--- config.mk ---
export PLATFORM = sky130hd
export DESIGN_NAME = primitive_group_scheduler
export DESIGN_NICKNAME = d
export VERILOG_FILES = /design/src/rtl/primitive_group_scheduler.sv
export SDC_FILE = /design/constraint.sdc
export NUM_CORES = 1
export LEC_CHECK = 0
export ABC_CLOCK_PERIOD_IN_PS = 8200
export CAP_MARGIN = 0
export CORE_MARGIN = 2
export CORE_UTILIZATION = 63
export CTS_BUF_LIST = sky130_fd_sc_hd__clkbuf_8
export CTS_CLUSTER_DIAMETER = 100
export DETAILED_ROUTE_END_ITERATION = 7
export PLACE_DENSITY = 0.91
export SLEW_MARGIN = 20
export SYNTH_ARGS = -nofsm -noshare
export SYNTH_HDL_FRONTEND = slang
export SYNTH_SLANG_ARGS = --single-unit
--- constraint.sdc ---
create_clock -name clk -period 8.2 [get_ports clk]
set_input_delay 2.05 -clock clk [delete_from_list [all_inputs] [get_ports clk]]
set_output_delay 2.05 -clock clk [all_outputs]
set_load 0.01 [all_outputs]
--- src/rtl/primitive_group_scheduler.sv ---
// Primitive group scheduler: queues leaf primitive ranges from BVH
// traversal and issues them to the primitive tester as fixed-size batches.
module primitive_group_scheduler #(
   parameter int INDEX_WIDTH = 16,
   parameter int COUNT_WIDTH = 8,
   parameter int NUM_LEAVES  = 2,
   parameter int FIFO_DEPTH  = 16,
   parameter int UNIT_SIZE   = 4
) (
   input  logic                              clk,
   input  logic                              reset,
   input  logic                              start,
   input  logic                              extra_enable,
   input  logic [INDEX_WIDTH-1:0]            extra_start,
   input  logic [COUNT_WIDTH-1:0]            extra_count,
   input  logic                              leaf_valid,
   input  logic [NUM_LEAVES*INDEX_WIDTH-1:0] leaf_start,
   input  logic [NUM_LEAVES*COUNT_WIDTH-1:0] leaf_count,
   input  logic                              bvh_finished,
   input  logic                              batch_ready,
   output logic                              batch_valid,
   output logic [INDEX_WIDTH-1:0]            batch_start,
   output logic [INDEX_WIDTH-1:0]            batch_end,
   output logic [UNIT_SIZE-1:0]              batch_mask,
   output logic                              done,
   output logic                              busy,
   output logic                              overflow,
   output logic [$clog2(FIFO_DEPTH):0]       fifo_level
);

   localparam int PW = $clog2(FIFO_DEPTH);
   localparam int LW = PW + 1;

   typedef enum logic [1:0] {IDLE, FETCH, ISSUE, DONE} state_t;

   state_t state, state_nx;

   logic [INDEX_WIDTH-1:0] q_start [FIFO_DEPTH];
   logic [COUNT_WIDTH-1:0] q_count [FIFO_DEPTH];
   logic [PW-1:0]          rptr, wptr;
   logic [LW-1:0]          level;
   logic [INDEX_WIDTH-1:0] cur, end_q;
   logic [COUNT_WIDTH-1:0] rem;

   logic                  seed, leaf_en, pop, last, drop;
   logic [LW-1:0]         free, n_push;
   logic [NUM_LEAVES-1:0] lane_we;
   logic [PW-1:0]         lane_addr [NUM_LEAVES];

   assign seed    = (state == IDLE) && start && extra_enable &&
                    (extra_count != '0);
   assign leaf_en = leaf_valid && ((state == FETCH) || (state == ISSUE));
   assign pop     = (state == FETCH) && (level != '0);
   // remaining count, not cur vs end, so index wrap cannot confuse it
   assign last    = 32'(rem) <= 32'(UNIT_SIZE);

   always_comb begin
      free    = LW'(FIFO_DEPTH) - level;
      n_push  = '0;
      drop    = 1'b0;
      lane_we = '0;
      for (int l = 0; l < NUM_LEAVES; l++) begin
         lane_addr[l] = wptr + n_push[PW-1:0];
         if (leaf_en &&
             (leaf_count[l*COUNT_WIDTH +: COUNT_WIDTH] != '0)) begin
            if (n_push < free) begin
               lane_we[l] = 1'b1;
               n_push     = n_push + LW'(1);
            end else begin
               drop = 1'b1;
            end
         end
      end
   end

   always_ff @(posedge clk) begin
      if (seed) begin
         q_start[0] <= extra_start;
         q_count[0] <= extra_count;
      end
      for (int l = 0; l < NUM_LEAVES; l++) begin
         if (lane_we[l]) begin
            q_start[lane_addr[l]] <= leaf_start[l*INDEX_WIDTH +: INDEX_WIDTH];
            q_count[lane_addr[l]] <= leaf_count[l*COUNT_WIDTH +: COUNT_WIDTH];
         end
      end
   end

   always_comb begin
      state_nx = state;
      unique case (state)
         IDLE:  if (start) state_nx = FETCH;
         FETCH: begin
            if (level != '0)       state_nx = ISSUE;
            else if (bvh_finished) state_nx = DONE;
         end
         ISSUE: if (batch_ready && last) state_nx = FETCH;
         DONE:  state_nx = IDLE;
         default: state_nx = IDLE;
      endcase
   end

   always_ff @(posedge clk or posedge reset) begin
      if (reset) begin
         state    <= IDLE;
         rptr     <= '0;
         wptr     <= '0;
         level    <= '0;
         overflow <= 1'b0;
         cur      <= '0;
         end_q    <= '0;
         rem      <= '0;
      end else begin
         state <= state_nx;
         if ((state == IDLE) && start) begin
            rptr     <= '0;
            wptr     <= PW'(seed);
            level    <= LW'(seed);
            overflow <= 1'b0;
         end else begin
            if (pop) rptr <= rptr + PW'(1);
            wptr  <= wptr + n_push[PW-1:0];
            level <= level + n_push - LW'(pop);
            if (drop) overflow <= 1'b1;
         end
         if (pop) begin
            cur   <= q_start[rptr];
            end_q <= q_start[rptr] + INDEX_WIDTH'(q_count[rptr]);
            rem   <= q_count[rptr];
         end else if ((state == ISSUE) && batch_ready) begin
            cur <= cur + INDEX_WIDTH'(UNIT_SIZE);
            rem <= last ? '0 : rem - COUNT_WIDTH'(UNIT_SIZE);
         end
      end
   end

   assign batch_valid = (state == ISSUE);
   assign batch_start = cur;
   assign batch_end   = end_q;
   assign done        = (state == DONE);
   assign busy        = (state != IDLE);
   assign fifo_level  = level;

   always_comb begin
      batch_mask = '0;
      for (int i = 0; i < UNIT_SIZE; i++)
         batch_mask[i] = batch_valid && (32'(rem) > 32'(i));
   end

endmodule

# After elaboration in Yosys (flattened, before gate mapping)
# Memories as Yosys holds them, arrays and structs flattened.
# Cells that the tools add are included.
[word_totals]
out_inout_bits = 45
ramBits = 384
memories = 2
ff_bits = 56
[classes]
addsub = 10
n_eq_ne = 6
order_cmp = 7
n_reduce_logical = 26
mux = 40
[memory_table]
columns = ["name", "words", "width", "read_ports", "rd_ports_with_merged_regs", "wr", "line_no", "text"]
rows = [
  ["q_start", 16, 16, 1, 0, 2, "38", "logic [INDEX_WIDTH-1:0] q_start [FIFO_DEPTH];"],
  ["q_count", 16, 8, 1, 0, 2, "39", "logic [COUNT_WIDTH-1:0] q_count [FIFO_DEPTH];"],
]
[ops]
columns = ["cell", "n"]
rows = [
  ["16-bit 2-to-1 mux", 3],
  ["8-bit 2-to-1 mux", 4],
  ["8-bit nonzero test", 3],
  ["1-bit 2-to-1 mux", 20],
  ["4-bit 2-to-1 mux", 5],
  ["16-bit by 3-bit adder with 16-bit output (second input constant)", 1],
  ["16-bit by 8-bit adder with 16-bit output", 1],
  ["8-bit by 1-bit > comparator with 1-bit output (second input constant)", 2],
  ["8-bit by 2-bit > comparator with 1-bit output (second input constant)", 2],
  ["16-bit OR reduction", 1],
  ["5-bit 2-to-1 mux", 3],
  ["1-bit logical AND", 13],
  ["4-bit adder", 2],
  ["8-bit by 3-bit <= comparator with 1-bit output (second input constant)", 1],
  ["2-bit 2-to-1 mux", 4],
  ["2-bit one-hot mux with 4 select lines", 1],
  ["2-bit nonzero test", 4],
  ["8-bit OR reduction", 1],
  ["8-bit by 3-bit subtractor with 8-bit output (second input constant)", 1],
  ["5-bit by 1-bit adder with 5-bit output (second input constant)", 1],
  ["5-bit adder", 1],
  ["1-bit by 5-bit < comparator with 1-bit output (first input constant)", 1],
  ["5-bit < comparator", 1],
  ["5-bit nonzero test", 1],
  ["11 further kinds", 12],
]

# Depth between registers and ports, before layout
[depth]
depth_word = 11
ltp_mapped = 19
depth_no_buf = 19

# Worst setup path after synthesis
# Ideal clock, no wire load.
[synth_path]
path_kind = "in2reg"
start = "input port leaf_count[5]"
end = "memory q_count[14][0] (enable)"
slack_ns = 1.500
cell_stages = 11
t_required_ns = 7.727
arrival_time_ns = 6.227
path_buffers = 3
cell_sequence = "nor4_1 > a21oi_1 > o21ai_4 > buf_6 > buf_6 > inv_1 > ha_1 > clkbuf_1 > inv_1 > nand2_1 > o41ai_1"
[synth_rtl]
columns = ["item", "line_no", "text"]
rows = [
  ["from (decl)", "18", "input logic [NUM_LEAVES*COUNT_WIDTH-1:0] leaf_count,"],
  ["to (decl)", "39", ""],
]

==> flow_summary.yaml <==
cts:
  cts_sinks: 440
  cts_tree: "done"
  cts_htree_levels: 3
  clk_latency_ns: 0.64
  clk_root_buffer_cell: "clkbuf_8"
  clock_path_buffers: 3
  post_cts_buffers: 0
  ctsHoldBuffers: 0
  clkTransAtPathRegs_ns: 0.06
  post_cts_resize_count: 0
  numCtsBuffers: 72
timing:
  fmax_mhz: 165
  slew_headroom: 0.211
  period_needed_ns: 6.05
  max_slew.worst_pin.slew_ns: 1.18
  hold_viol: 0
  skew_ns: 0.0467
  min_period_over_period: 0.737
  hold_ws_ns: 0.481
  setup_tns_ns: 0
  slew_viol_final: 0
  grt_setup_unrepaired: "no"
  setup_viol: 0
placement:
  placed_area_sq_um: 24900
  dpl.cell_count: 2121
  dp_hpwl_um: 38300
  routabilityCongestion: 0.853
  io_buffers: 123
floorplanning:
  ioPinCount: 124
  dieArea_sq_um: 38600
  die_width_um: 196
  die_h_um: 196
  start_util: 0.639
  core_area_sq_um: 36500
  rows: 70
outcome:
  outcome: "complete, no violations"
grt:
  grt_overflow: 0
  grt-busiest-layer: "met2"
  antenna_found_initial: 0
  met3_usage: 0.0770
  grt_pass1_vias: 15965
  use_met2: 0.525
  grt_pass1_wl_um: 94400
  grt_max_degree: 63
  use_met1: 0.429
  grt_usage: 0.331
finish:
  area_growth_pct: 12.1
  diodes: 0
  instances_no_fill: 2246
  drive_gt1_frac: 0.308
  final_nets: 1840
  layout_common_cells: "edfxtp_1, mux2_2, nor2_1, clkdlybuf4s50_1, a21oi_1"
  final_common_cell: "edfxtp_1"
  post-route-cell-area_sq_um: 26200
drt:
  wire_per_inst_um: 27.6
  via_per_inst: 6.89
  drtIter0Drc: 2000
  drcViolationCount: 0
  vias: 15466
  ant_nets: 0
  wl_um: 62100
  firstDrtPassIters: 6
pwr:
  power_density_nw_per_um2: 375
  vdd_drop_max_mv: 0.211
  p_clk_frac: 0.177
  seqPwrFrac: 0.355
  p_sw_frac: 0.382
  p_int_uw: 6060
  net-switching-power_uw: 3750
  leakage_uw: 0.00911
  p_comb_frac: 0.468
synth:
  avgSynthCellArea_sq_um: 14.2
  synth.distinct_cells: 67
  async_flop_share: 0.127
  ys_warn_count: 0
  synth.ff_latch_count: 440
  synth_nets: 1750
  syn_inst: 1639
  synth_top_flop_cell: "edfxtp_1"
  synth_area_sq_um: 23300
  synth_edf_count: 384
  ys_seq_area_frac: 0.554
setup_path:
  arrival_ns: 6.30
  critPathLaunchType: "input pin"
  required_ns: 8.45
  end_kind: "flip-flop"
  rr_endpoint: "q_start[7][9]"
  critical_path_class: "in2reg"
  reg2regPathDepth: 16
  r2r_start: "fifo_level[0]"
  regToRegSetupSlack_ns: 3.01
  path_max_fanout: 25
worst_hold_path:
  hold_start: "batch_end[0]"
  min_to: "batch_end[0]"
  hold_depth: 2
  hp-class: "reg2reg"
flow_run:
  cap_violations: 0
[power groups by stage]
| stage | Combinational (uW) | Clock (uW) | Sequential (uW) |
|---|---|---|---|
| floorplan | 3220 | 0 | 3400 |
| global placement | 4240 | 0 | 3490 |
| detailed placement | 4470 | 0 | 3510 |
| CTS | 4500 | 1740 | 3470 |
| global route | 4910 | 1830 | 3520 |
| finish | 4590 | 1740 | 3480 |
[final cells by class]
cell class                 count  area [sq um]
clock buffer                  75          1030
clock inverter                48           215
fill                        2187         10400
inverter                      37           139
multi-input combinational   1014          9710
sequential                   440         12900
tap                          468           586
timing repair buffer         164          1540
[metrics by stage]
step	setup WS, ns	power, uW	util
after floorplan	1.50	6610	-
after global placement	1.79	7730	0.681
after detailed placement	1.62	7980	0.681
after CTS	2.28	9710	0.715
after global routing	1.89	10300	0.716
final	2.15	9810	0.716
[cells by family after synthesis]
| kind of cell | Yosys count | synth area share |
|---|---|---|
| buf+inv | 185 | 0.0370 |
| simple gates | 296 | 0.0572 |
| compound gates | 221 | 0.0573 |
| flops | 440 | 0.554 |
| mux | 436 | 0.265 |
| fa+ha+maj | 32 | 0.0181 |
| xor+xnor | 29 | 0.0109 |
[layer usage]
layer,wire [um],vias up
met1,22000,7671
met5,0,-
met4,3140,0
met3,7200,215
met2,29800,1115
li1,-,6465
[worst max-delay path by stage]
| stage | startpoint | to | slack (ns) |
|---|---|---|---|
| floorplan | leaf_count[5] | q_count[14][0] | 1.50 |
| global placement | leaf_count[1] | q_start[7][9] | 1.79 |
| detailed placement | leaf_count[1] | q_start[3][4] | 1.62 |
| CTS | leaf_count[1] | q_start[7][2] | 2.28 |
| global route | leaf_count[0] | q_start[15][11] | 1.89 |
| finish | leaf_count[0] | q_start[7][9] | 2.15 |
[worst max-delay path, stage by stage]
cell             delay [ns]
clkdlybuf4s50_1        0.46
nor4_1                 0.50
a21oi_1                0.27
o21ai_4                0.12
inv_1                  0.10
ha_1                   0.39
ha_1                   0.32
nand2b_1               0.17
o22ai_1                0.45
nand2_1                0.15
nor2_2                 0.13
buf_4                  0.40
a31o_2                 0.75
[cell usage after synthesis (29+ instances only)]
cell type  number  area share
edfxtp_1      384        0.49
mux2_2        263        0.13
nor2_1        135       0.022
a21oi_1       116       0.025
mux4_2        106        0.10
nand2_1        75       0.012
clkbuf_1       74       0.012
dfrtp_1        56       0.060
mux2_1         50       0.024
buf_2          45      0.0096
o21ai_0        39      0.0084
inv_1          37      0.0059
ha_1           29       0.016
[state kept, by name, summed over array words and instances (netlist names)]
signal / count
q_count: 128
batch_start: 16
rptr: 4
state: 2
q_start: 256
fifo_level: 5
batch_end: 16
wptr: 4
overflow: 1
rem: 8
Note: power is estimated with default switching activity, not from simulation.
